**config.mk**
```make
export PLATFORM = sky130hd
export DESIGN_NAME = wm_cycle_controller
export DESIGN_NICKNAME = d
export VERILOG_FILES = /design/src/rtl/wm_cycle_controller.sv
export SDC_FILE = /design/constraint.sdc
export NUM_CORES = 1
export LEC_CHECK = 0
export CORE_AREA = 4 4 48 71
export DETAILED_ROUTE_END_ITERATION = 6
export DIE_AREA = 0 0 52 75
export GPL_TIMING_DRIVEN = 1
export PLACE_DENSITY = 0.79
export SETUP_SLACK_MARGIN = 0.05
export SKIP_CTS_REPAIR_TIMING = 1
export SLEW_MARGIN = 20
export SYNTH_ARGS = -nofsm -noshare
export SYNTH_HDL_FRONTEND = slang
export SYNTH_SLANG_ARGS = --single-unit
export TNS_END_PERCENT = 5
```
**constraint.sdc**
```tcl
create_clock -name clock -period 6.6 [get_ports clock]
set_input_delay 0.66 -clock clock [delete_from_list [all_inputs] [get_ports clock]]
set_output_delay 0.66 -clock clock [all_outputs]
set_load 0.02 [all_outputs]
```
**src/rtl/wm_cycle_controller.sv**
```systemverilog
// Washing-machine master sequencer: walks the wash program phases, drives the phase code
// to the timer, decodes actuator enables, and aborts a stuck phase through a watchdog.
module wm_cycle_controller #(
    parameter int RINSE_PASSES    = 2,
    parameter int WATCHDOG_CYCLES = 1023
) (
    input  logic       clock,
    input  logic       reset,
    input  logic       start,
    input  logic       door_closed,
    input  logic       pause,
    input  logic       sig_Full,
    input  logic       sig_Temperature,
    input  logic       sig_Completed,
    output logic [2:0] state,
    output logic       water_valve,
    output logic       heater,
    output logic       motor,
    output logic       drain,
    output logic       door_lock,
    output logic       done,
    output logic       fault
);

    typedef enum logic [2:0] {
        IDLE       = 3'd0,
        CHECK_DOOR = 3'd1,
        FILL_WATER = 3'd2,
        HEAT_WATER = 3'd3,
        WASH       = 3'd4,
        RINSE      = 3'd5,
        SPIN       = 3'd6,
        DONE       = 3'd7
    } state_t;

    localparam logic [9:0] WD_LIMIT = 10'(WATCHDOG_CYCLES);

    state_t     state_reg, state_next;
    logic [1:0] rinse_cnt_reg, rinse_cnt_next;
    logic [9:0] wd_reg, wd_next, wd_inc;
    logic       entry_reg, entry_next;
    logic       fault_reg, fault_next;
    logic       water_valve_reg, heater_reg, motor_reg, drain_reg, door_lock_reg, done_reg;
    logic       water_valve_next, heater_next, motor_next, drain_next, door_lock_next, done_next;
    logic       timed, reply, qualified, reentry, run_next;

    function automatic logic is_timed(input state_t s);
        return (s == FILL_WATER) || (s == HEAT_WATER) || (s == WASH) ||
               (s == RINSE) || (s == SPIN);
    endfunction

    always_comb begin
        state_next     = state_reg;
        rinse_cnt_next = rinse_cnt_reg;
        wd_next        = wd_reg;
        entry_next     = entry_reg;
        fault_next     = fault_reg;
        reentry        = 1'b0;
        reply          = 1'b0;
        timed          = is_timed(state_reg);
        wd_inc         = (wd_reg == WD_LIMIT) ? wd_reg : wd_reg + 10'd1;

        case (state_reg)
            IDLE:       if (start) state_next = CHECK_DOOR;
            CHECK_DOOR: begin
                if (door_closed)  state_next = FILL_WATER;
                else if (!start)  state_next = IDLE;
            end
            FILL_WATER: reply = sig_Full;
            HEAT_WATER: reply = sig_Temperature;
            WASH, RINSE, SPIN: reply = sig_Completed;
            DONE: begin
                if (!start) begin
                    state_next = IDLE;
                    fault_next = 1'b0;
                end
            end
            default:    state_next = IDLE;
        endcase

        // The first cycle of a phase ignores replies so a stale timer reply cannot double-advance.
        qualified = reply && !entry_reg;

        if (timed && !pause) begin
            if (qualified) begin
                case (state_reg)
                    FILL_WATER: state_next = HEAT_WATER;
                    HEAT_WATER: state_next = WASH;
                    WASH: begin
                        state_next     = RINSE;
                        rinse_cnt_next = 2'd0;
                    end
                    RINSE: begin
                        if (int'(rinse_cnt_reg) + 1 < RINSE_PASSES) begin
                            rinse_cnt_next = rinse_cnt_reg + 2'd1;
                            reentry        = 1'b1;
                        end else begin
                            state_next = SPIN;
                        end
                    end
                    default:    state_next = DONE;
                endcase
            end else if (wd_inc == WD_LIMIT) begin
                state_next = DONE;
                fault_next = 1'b1;
            end else begin
                wd_next    = wd_inc;
                entry_next = 1'b0;
            end
        end

        if ((state_next != state_reg) || reentry) begin
            wd_next    = 10'd0;
            entry_next = 1'b1;
        end

        // Outputs are registered from the next state so they line up with the state bus.
        run_next         = !(pause && is_timed(state_next));
        water_valve_next = (state_next == FILL_WATER) && run_next;
        heater_next      = (state_next == HEAT_WATER) && run_next;
        motor_next       = ((state_next == WASH) || (state_next == RINSE) ||
                            (state_next == SPIN)) && run_next;
        drain_next       = ((state_next == RINSE) || (state_next == SPIN)) && run_next;
        door_lock_next   = is_timed(state_next);
        done_next        = (state_next == DONE);
    end

    always_ff @(posedge clock or posedge reset) begin
        if (reset) begin
            state_reg       <= IDLE;
            rinse_cnt_reg   <= 2'd0;
            wd_reg          <= 10'd0;
            entry_reg       <= 1'b1;
            fault_reg       <= 1'b0;
            water_valve_reg <= 1'b0;
            heater_reg      <= 1'b0;
            motor_reg       <= 1'b0;
            drain_reg       <= 1'b0;
            door_lock_reg   <= 1'b0;
            done_reg        <= 1'b0;
        end else begin
            state_reg       <= state_next;
            rinse_cnt_reg   <= rinse_cnt_next;
            wd_reg          <= wd_next;
            entry_reg       <= entry_next;
            fault_reg       <= fault_next;
            water_valve_reg <= water_valve_next;
            heater_reg      <= heater_next;
            motor_reg       <= motor_next;
            drain_reg       <= drain_next;
            door_lock_reg   <= door_lock_next;
            done_reg        <= done_next;
        end
    end

    assign state       = state_reg;
    assign water_valve = water_valve_reg;
    assign heater      = heater_reg;
    assign motor       = motor_reg;
    assign drain       = drain_reg;
    assign door_lock   = door_lock_reg;
    assign done        = done_reg;
    assign fault       = fault_reg;

endmodule

```
==> results of run 1 <==
-- placed cells by master, fill, tap and decap left out, types with 2 or more instances in the layout --
cell,netlist,final
o31ai_2,2,2
a21oi_1,7,7
o31ai_1,2,2
and4_1,2,2
nand2b_1,4,4
o21a_1,2,2
nand3_1,6,6
xnor2_1,4,4
ha_1,2,2
nor3_1,8,8
nor4_1,5,5
clkbuf_8,4,3
a31oi_1,2,2
o21ai_0,9,9
and2_1,3,3
o22ai_1,2,2
dfrtp_1,22,22
or3_1,2,2
nor2_1,21,21
inv_1,12,12
clkdlybuf4s50_1,0,17
nand2_1,13,13
mux2i_1,8,8
nor2b_1,2,2
-- worst max-delay path by stage --
stage / startpoint / end / slack (ps) / cells after the start
2_1_floorplan: wd_reg[0]$_DFFE_PP0P_ / entry_reg$_DFFE_PP1P_ / 4350 / 8
3_5_place_dp: pause / wd_reg[2]$_DFFE_PP0P_ / 3730 / 6
4_1_cts: wd_reg[0]$_DFFE_PP0P_ / wd_reg[2]$_DFFE_PP0P_ / 4000 / 8
3_3_place_gp: pause / wd_reg[2]$_DFFE_PP0P_ / 3810 / 6
6_report: wd_reg[0]$_DFFE_PP0P_ / wd_reg[2]$_DFFE_PP0P_ / 3990 / 8
5_1_grt: wd_reg[0]$_DFFE_PP0P_ / wd_reg[2]$_DFFE_PP0P_ / 3720 / 8
-- through the flow --
step	hold slack, ps	instances	utilization (%)
after global placement	494	226	60.8
final	522	230	62.4
after global routing	556	230	62.4
after CTS	534	230	62.4
after detailed placement	510	226	60.8
after floorplan	473	174	-
-- metal layers --
layer	vias up	GRT usage [%]
li1	666	-
met1	656	24.0
met2	29	36.4
met3	9	2.18
met4	0	10.8
met5	-	0
-- cell families after synthesis --
family,share of synthesized area [%]
xor+xnor,2.23
simple gates,25.5
buf+inv,6.70
fa+ha+maj,1.60
mux,5.11
flops,36.8
compound gates,22.0
-- worst max-delay path, cell delays in order (launching register included) --
cell and delay, ps:
dfrtp_1 450, ha_1 330, nand2b_1 90, a221oi_1 330
nand4_1 240, o31ai_1 390, mux2i_1 250, o211ai_2 230
a211oi_1 230
-- area by class of cell --
class / count / area [µm²]
repair buffers: 18 / 178
well taps: 39 / 48.8
clock buffers: 3 / 41.3
inverters: 12 / 45.0
multi-input cells: 134 / 886
clock inverters: 1 / 5.00
flip-flops and latches: 23 / 577
fillers: 240 / 1070
-- power by group through the flow --
stage	registers, mW	clock network, mW	logic [mW]
5_1_grt	0.224	0.0949	0.393
3_5_place_dp	0.218	0	0.361
4_1_cts	0.215	0.0902	0.362
2_1_floorplan	0.217	0	0.277
3_3_place_gp	0.216	0	0.350
6_report	0.216	0.0876	0.360
==> impl_metrics.json, run 1 <==
{
  "cts_inserted_buffers": 3,
  "setup_viol": 0,
  "root_buffer": "clkbuf_8",
  "placementRows": 24,
  "clkSlewWorstSetupHoldPaths_ps": 80,
  "async_reset_ff_share_pct": 100,
  "reg2regPathDepth": 8,
  "power_frac_comb_pct": 54.3,
  "synth_top_area_cell": "dfrtp_1",
  "yosysSeqAreaShare_pct": 36.8,
  "rsz0062_at_grt": "false",
  "htreeDepth": 1,
  "synth_top_area_share_pct": 35.1,
  "finalSetupTns_ps": 0,
  "drv_slew": 0,
  "drive_above_1_share_pct": 9.42,
  "max_freq_mhz": 383,
  "synthCells": 174,
  "drt_iter0_drc": 46,
  "vias_per_cell": 5.91,
  "cp-end-kind": "flop",
  "reg2reg_from": "wd_reg[0]$_DFFE_PP0P_",
  "cap_violations": 0,
  "synthMostInstantiatedCell": "dfrtp_1",
  "setup_slack_ps": 3990,
  "synth_edf_count": 0,
  "firstDrtPassIters": 4,
  "met3WireLength_um": 93,
  "peakVddDrop_uv": 248,
  "ys_types": 53,
  "vias": 1360,
  "hold_violations": 0,
  "synth_nets": 184,
  "p_int_mw": 0.363,
  "highest_layer": "met4",
  "r2r_end": "wd_reg[2]$_DFFE_PP0P_",
  "synthTopCellsByCount": "dfrtp_1, nor2_1, nand2_1",
  "p_total_mw": 0.664,
  "r2r_setup_slack_ps": 3990,
  "largest_reg_flops": 10,
  "hold_path.startpoint": "rinse_cnt_reg[1]$_DFFE_PP0P_",
  "worst_pin_slew_ps": 843,
  "place_congestion": 0.966,
  "grt_usage_pct": 20.5,
  "placed_area_um2": 1730,
  "finalCritPeriodShare_pct": 39.5,
  "start_kind": "flop",
  "grt_max_degree": 24,
  "wl_mm": 3.56,
  "die_h_um": 75,
  "ys.flop_type": "dfrtp_1",
  "avgSynthCellArea_um2": 9.01,
  "grt_pass1_vias": 1384,
  "met1_length_mm": 1.46,
  "worstPathArrival_ps": 2790,
  "period_minus_slack_ps": 2610,
  "fin_skew_ps": 4.35,
  "die_x_um": 52,
  "powerDensity_nw_per_um2": 373,
  "grt_pass1_wl_mm": 6.14,
  "slew_headroom_pct": 43.7,
  "fin_area_um2": 1780,
  "die_area_um2": 3900,
  "grt-ovfl-total": 0,
  "dpl.hpwl_mm": 2.62,
  "dp_slack_ps": 3730,
  "cts_max_path_buffers": 2,
  "cp.required_ps": 6780,
  "diodes": 0,
  "clockPowerShare_pct": 13.2,
  "synth_area_leaders": "dfrtp_1, mux2i_1, nor2_1",
  "switchingPower_mw": 0.300,
  "min-delay-path-class": "flop to flop",
  "cts_num_sinks": 23,
  "status": "completed",
  "io_buffers": 17,
  "swShare_pct": 45.3,
  "leakage_nw": 0.716,
  "final_nets": 202,
  "drc_errors": 0,
  "cts_tree": "yes",
  "worstHoldPathCells": 1,
  "core_um2": 2850,
  "pwr-share-seq_pct": 32.5,
  "start_util_pct": 55.0,
  "routedWlPerCell_um": 15.5,
  "syn_area_um2": 1570,
  "ant_nets": 0,
  "ys_ff_latch": 23,
  "io_pins": 18,
  "antenna_found_initial": 0,
  "cp_max_fo": 9,
  "path_class": "flop to flop",
  "syn_to_final_growth_pct": 13.6,
  "wl_met2_mm": 1.92,
  "yosysWarnings": 0,
  "min_to": "rinse_cnt_reg[1]$_DFFE_PP0P_",
  "insertion_delay_ps": 270
}
No activity file was read; power rests on OpenSTA's default activity.
==> inputs of run 2 (changes only) <==
Settings changed: CORE_AREA 4 4 48 71 to 4 4 51 76, DIE_AREA 0 0 52 75 to 0 0 55 80, PLACE_DENSITY 0.79 to 0.73.
Clock period 6.6 ns to 2.35 ns, I/O delays scaled along.
==> impl_metrics.json, run 2 (synthesized netlist as in run 1, its figures left out) <==
{
  "finalCritPeriodShare_pct": 101,
  "grt-ovfl-total": 0,
  "syn_to_final_growth_pct": 28.5,
  "slew_headroom_pct": 69.3,
  "cts_num_sinks": 23,
  "dpl.hpwl_mm": 2.88,
  "largest_reg_flops": 10,
  "vias": 1452,
  "dp_cells": 248,
  "grt_pass1_wl_mm": 6.52,
  "period_minus_slack_ps": 2380,
  "placementRows": 25,
  "setup_slack_ps": -34.1,
  "fin_cells": 253,
  "min-delay-path-class": "input pin to async pin",
  "rsz0062_at_grt": "true",
  "insertion_delay_ps": 270,
  "grt_pass1_vias": 1475,
  "finalSetupTns_ps": -67.8,
  "start_kind": "flop",
  "die_area_um2": 4400,
  "die_x_um": 55,
  "cp.required_ps": 2530,
  "finish.utilization_pct": 63.8,
  "core_um2": 3160,
  "drive_above_1_share_pct": 22.5,
  "fin_skew_ps": 10.6,
  "io_pins": 18,
  "drt_iter0_drc": 52,
  "clkSlewWorstSetupHoldPaths_ps": 90,
  "worstPathArrival_ps": 2570,
  "wl_mm": 3.88,
  "cp_max_fo": 5,
  "setup_viol": 7,
  "leakage_nw": 0.828,
  "cts_inserted_buffers": 3,
  "grt_max_degree": 24,
  "path_class": "flop to flop",
  "cts_max_path_buffers": 2,
  "firstDrtPassIters": 4,
  "vias_per_cell": 5.74,
  "final_nets": 224,
  "io_buffers": 17,
  "antenna_found_initial": 0,
  "peakVddDrop_uv": 516,
  "grt_usage_pct": 19.6,
  "powerDensity_nw_per_um2": 1030,
  "max_freq_mhz": 419,
  "cap_violations": 0,
  "fin_hold_ws_ps": 296,
  "diodes": 0,
  "htreeDepth": 1,
  "start_util_pct": 49.6,
  "hold_violations": 0,
  "drv_slew": 0,
  "fillers": 269,
  "ant_nets": 0,
  "cp-end-kind": "flop",
  "worst_pin_slew_ps": 457,
  "die_h_um": 80,
  "cts_tree": "yes",
  "status": "finished, violations left",
  "failed_checks": "negative setup slack",
  "root_buffer": "clkbuf_8",
  "most-common-layout-cells": "nor2_1, dfrtp_1, buf_4, clkdlybuf4s50_1, nand2_1",
  "place_congestion": 0.902,
  "drc_errors": 0,
  "routedWlPerCell_um": 15.3
}
-- run 2: critical path, cell delays in order (launching register included) --
cell	delay, ps
dfrtp_1	410
ha_4	300
nand2b_4	60
a221oi_2	260
nand4_1	210
o31ai_2	350
mux2i_1	240
o211ai_2	140
buf_6	150
a211oi_2	180
-- run 2: layer usage --
| metal | vias up | track usage, % | part of all wire, % |
|---|---|---|---|
| met2 | 38 | 34.7 | 54 |
| met4 | 0 | 7.79 | 2.8 |
| li1 | 709 | - | - |
| met1 | 694 | 23.1 | 40 |
| met3 | 11 | 1.87 | 3.4 |
| met5 | - | 0 | 0 |
-- run 2: final timing paths --
path	cells past startpoint	slack, ps	endpoint	from
setup / recovery	9	-30	wd_reg[2]$_DFFE_PP0P_	wd_reg[1]$_DFFE_PP0P_
hold / removal	3	300	wd_reg[3]$_DFFE_PP0P_	reset
setup reg to reg	9	-30	wd_reg[2]$_DFFE_PP0P_	wd_reg[1]$_DFFE_PP0P_
hold reg to reg	1	520	rinse_cnt_reg[1]$_DFFE_PP0P_	rinse_cnt_reg[1]$_DFFE_PP0P_
max in group asynchronous	3	1780	entry_reg$_DFFE_PP1P_	reset
min in group clock	1	520	rinse_cnt_reg[1]$_DFFE_PP0P_	rinse_cnt_reg[1]$_DFFE_PP0P_
-- run 2: final cells by class --
| type | instances | area (µm²) | area share, % |
|---|---|---|---|
| flip-flops and latches | 23 | 578 | 28.7 |
| inverters | 12 | 45.0 | 2.24 |
| well taps | 40 | 50.0 | 2.48 |
| multi-input cells | 134 | 951 | 47.2 |
| clock inverters | 1 | 5.00 | 0.248 |
| repair buffers | 40 | 344 | 17.1 |
| clock buffers | 3 | 41.3 | 2.05 |
-- run 2: through the flow --
| step | instance area (µm²) | worst slack [ps] | power [mW] |
|---|---|---|---|
| 6_report | 2010 | -34.1 | 2.08 |
| 5_1_grt | 2010 | -189 | 2.24 |
| 4_1_cts | 1940 | -114 | 1.97 |
| 3_5_place_dp | 1890 | -96.0 | 1.71 |
| 3_3_place_gp | 1890 | 39.6 | 1.69 |
| 2_1_floorplan | 1570 | 98.5 | 1.39 |
-- run 2: power by group --
group | internal, mW | switching [mW] | total, mW
logic | 0.566 | 0.720 | 1.29
clock network | 0.119 | 0.131 | 0.249
registers | 0.480 | 0.0640 | 0.545
==> inputs of run 3 (changes only) <==
Settings changed: CORE_AREA 4 4 51 76 to 4 4 70 104, DIE_AREA 0 0 55 80 to 0 0 74 108, PLACE_DENSITY 0.73 to unset.
==> impl_metrics.json, run 3 (synthesized netlist as in run 1, its figures left out) <==
{
  "swShare_pct": 45.4,
  "die_h_um": 108,
  "drv_slew": 0,
  "grt_usage_pct": 9.42,
  "setup_viol": 1,
  "grt_pass1_vias": 1300,
  "start_kind": "flop",
  "diodes": 0,
  "clockPowerShare_pct": 11.7,
  "fillers": 652,
  "drive_above_1_share_pct": 22.7,
  "firstDrtPassIters": 4,
  "insertion_delay_ps": 270,
  "most-common-layout-cells": "dfrtp_1, nor2_1, clkdlybuf4s50_1, buf_4",
  "syn_to_final_growth_pct": 33.0,
  "r2r_setup_slack_ps": -40,
  "grt_max_degree": 24,
  "grt_pass1_wl_mm": 5.94,
  "drt_iter0_drc": 83,
  "clkSlewWorstSetupHoldPaths_ps": 90,
  "cp-end-kind": "flop",
  "peakVddDrop_uv": 312,
  "ant_nets": 0,
  "drc_errors": 0,
  "vias_per_cell": 5.05,
  "min-delay-path-class": "input pin to async pin",
  "worst_pin_slew_ps": 501,
  "cp_max_fo": 4,
  "routedWlPerCell_um": 13.4,
  "cp.required_ps": 2560,
  "start_util_pct": 24.3,
  "vias": 1429,
  "failed_checks": "negative setup slack",
  "pwr-share-seq_pct": 24.4,
  "leakage_nw": 0.790,
  "fin_skew_ps": 5.45,
  "placementRows": 36,
  "io_pins": 18,
  "die_area_um2": 7990,
  "slew_headroom_pct": 66.3,
  "power_frac_comb_pct": 63.9,
  "cap_violations": 0,
  "cts_num_sinks": 23,
  "powerDensity_nw_per_um2": 1060,
  "layout_commonest_cell": "dfrtp_1",
  "wl_mm": 3.79,
  "fin_cells": 283,
  "antenna_found_initial": 0,
  "p_total_mw": 2.21,
  "cts_tree": "yes",
  "grt-ovfl-total": 0,
  "p_int_mw": 1.21,
  "cts_inserted_buffers": 3,
  "status": "finished, violations left",
  "path_class": "flop to flop",
  "setup_slack_ps": -43.0,
  "rsz0062_at_grt": "true",
  "period_minus_slack_ps": 2390,
  "max_freq_mhz": 418,
  "largest_reg_flops": 10,
  "worstPathArrival_ps": 2610,
  "dpl.hpwl_mm": 2.78,
  "final_nets": 218,
  "cts_max_path_buffers": 2,
  "die_x_um": 74,
  "finalCritPeriodShare_pct": 102,
  "io_buffers": 17,
  "dp_cells": 276,
  "htreeDepth": 1,
  "hold_violations": 0,
  "core_um2": 6440,
  "switchingPower_mw": 1.00,
  "place_congestion": 0.865,
  "root_buffer": "clkbuf_8"
}
[run 3: layer usage]
metal,routed length [µm],global-route usage [%]
met1,1510,10.6
met3,124,1.49
met2,2050,17.1
met4,114,4.02
met5,0,0
[run 3: path summary, 6_finish.rpt]
check | start | to | depth (start not counted)
max | wd_reg[1]$_DFFE_PP0P_ | entry_reg$_DFFE_PP1P_ | 8
min reg2reg | rinse_cnt_reg[1]$_DFFE_PP0P_ | rinse_cnt_reg[1]$_DFFE_PP0P_ | 1
min | reset | wd_reg[7]$_DFFE_PP0P_ | 3
max reg2reg | wd_reg[1]$_DFFE_PP0P_ | entry_reg$_DFFE_PP1P_ | 8
min in group clock | rinse_cnt_reg[1]$_DFFE_PP0P_ | rinse_cnt_reg[1]$_DFFE_PP0P_ | 1
max in group asynchronous | reset | entry_reg$_DFFE_PP1P_ | 3
[run 3: area by class of cell]
class	count	area [µm²]	area share (%)
clock buffers	3	41.3	1.98
clock inverters	1	7.51	0.360
inverters	12	45.0	2.16
multi-input cells	135	1030	49.4
flip-flops and latches	23	577	27.7
well taps	76	95.1	4.56
repair buffers	33	290	13.9
[run 3: worst max-delay path, stage by stage (launching register included)]
cell      delay [ps]
dfrtp_1          420
ha_4             290
nand2b_4          60
a221oi_2         230
nand4_1          240
o31ai_4          280
mux2i_2          370
o211ai_2         220
o21a_1           220
[run 3: power groups by stage]
stage	clock network, mW	logic, mW	registers (mW)
after detailed placement	0	1.14	0.543
after global routing	0.286	1.53	0.549
after global placement	0	1.14	0.541
after floorplan	0	0.778	0.610
after CTS	0.269	1.15	0.536
final	0.259	1.41	0.539
[run 3: metrics by stage]
stage               setup TNS (ps)  setup WS, ps  hold WS, ps  util [%]  area, µm²
finish                       -43.0         -43.0          302      32.4       2090
global route                  -733          -166          329      32.4       2090
CTS                           -830          -158          310      29.9       1930
detailed placement            -620          -162          499      29.2       1880
global placement             -44.3         -24.5          490      29.2       1880
floorplan                        0          98.5          236         -       1570
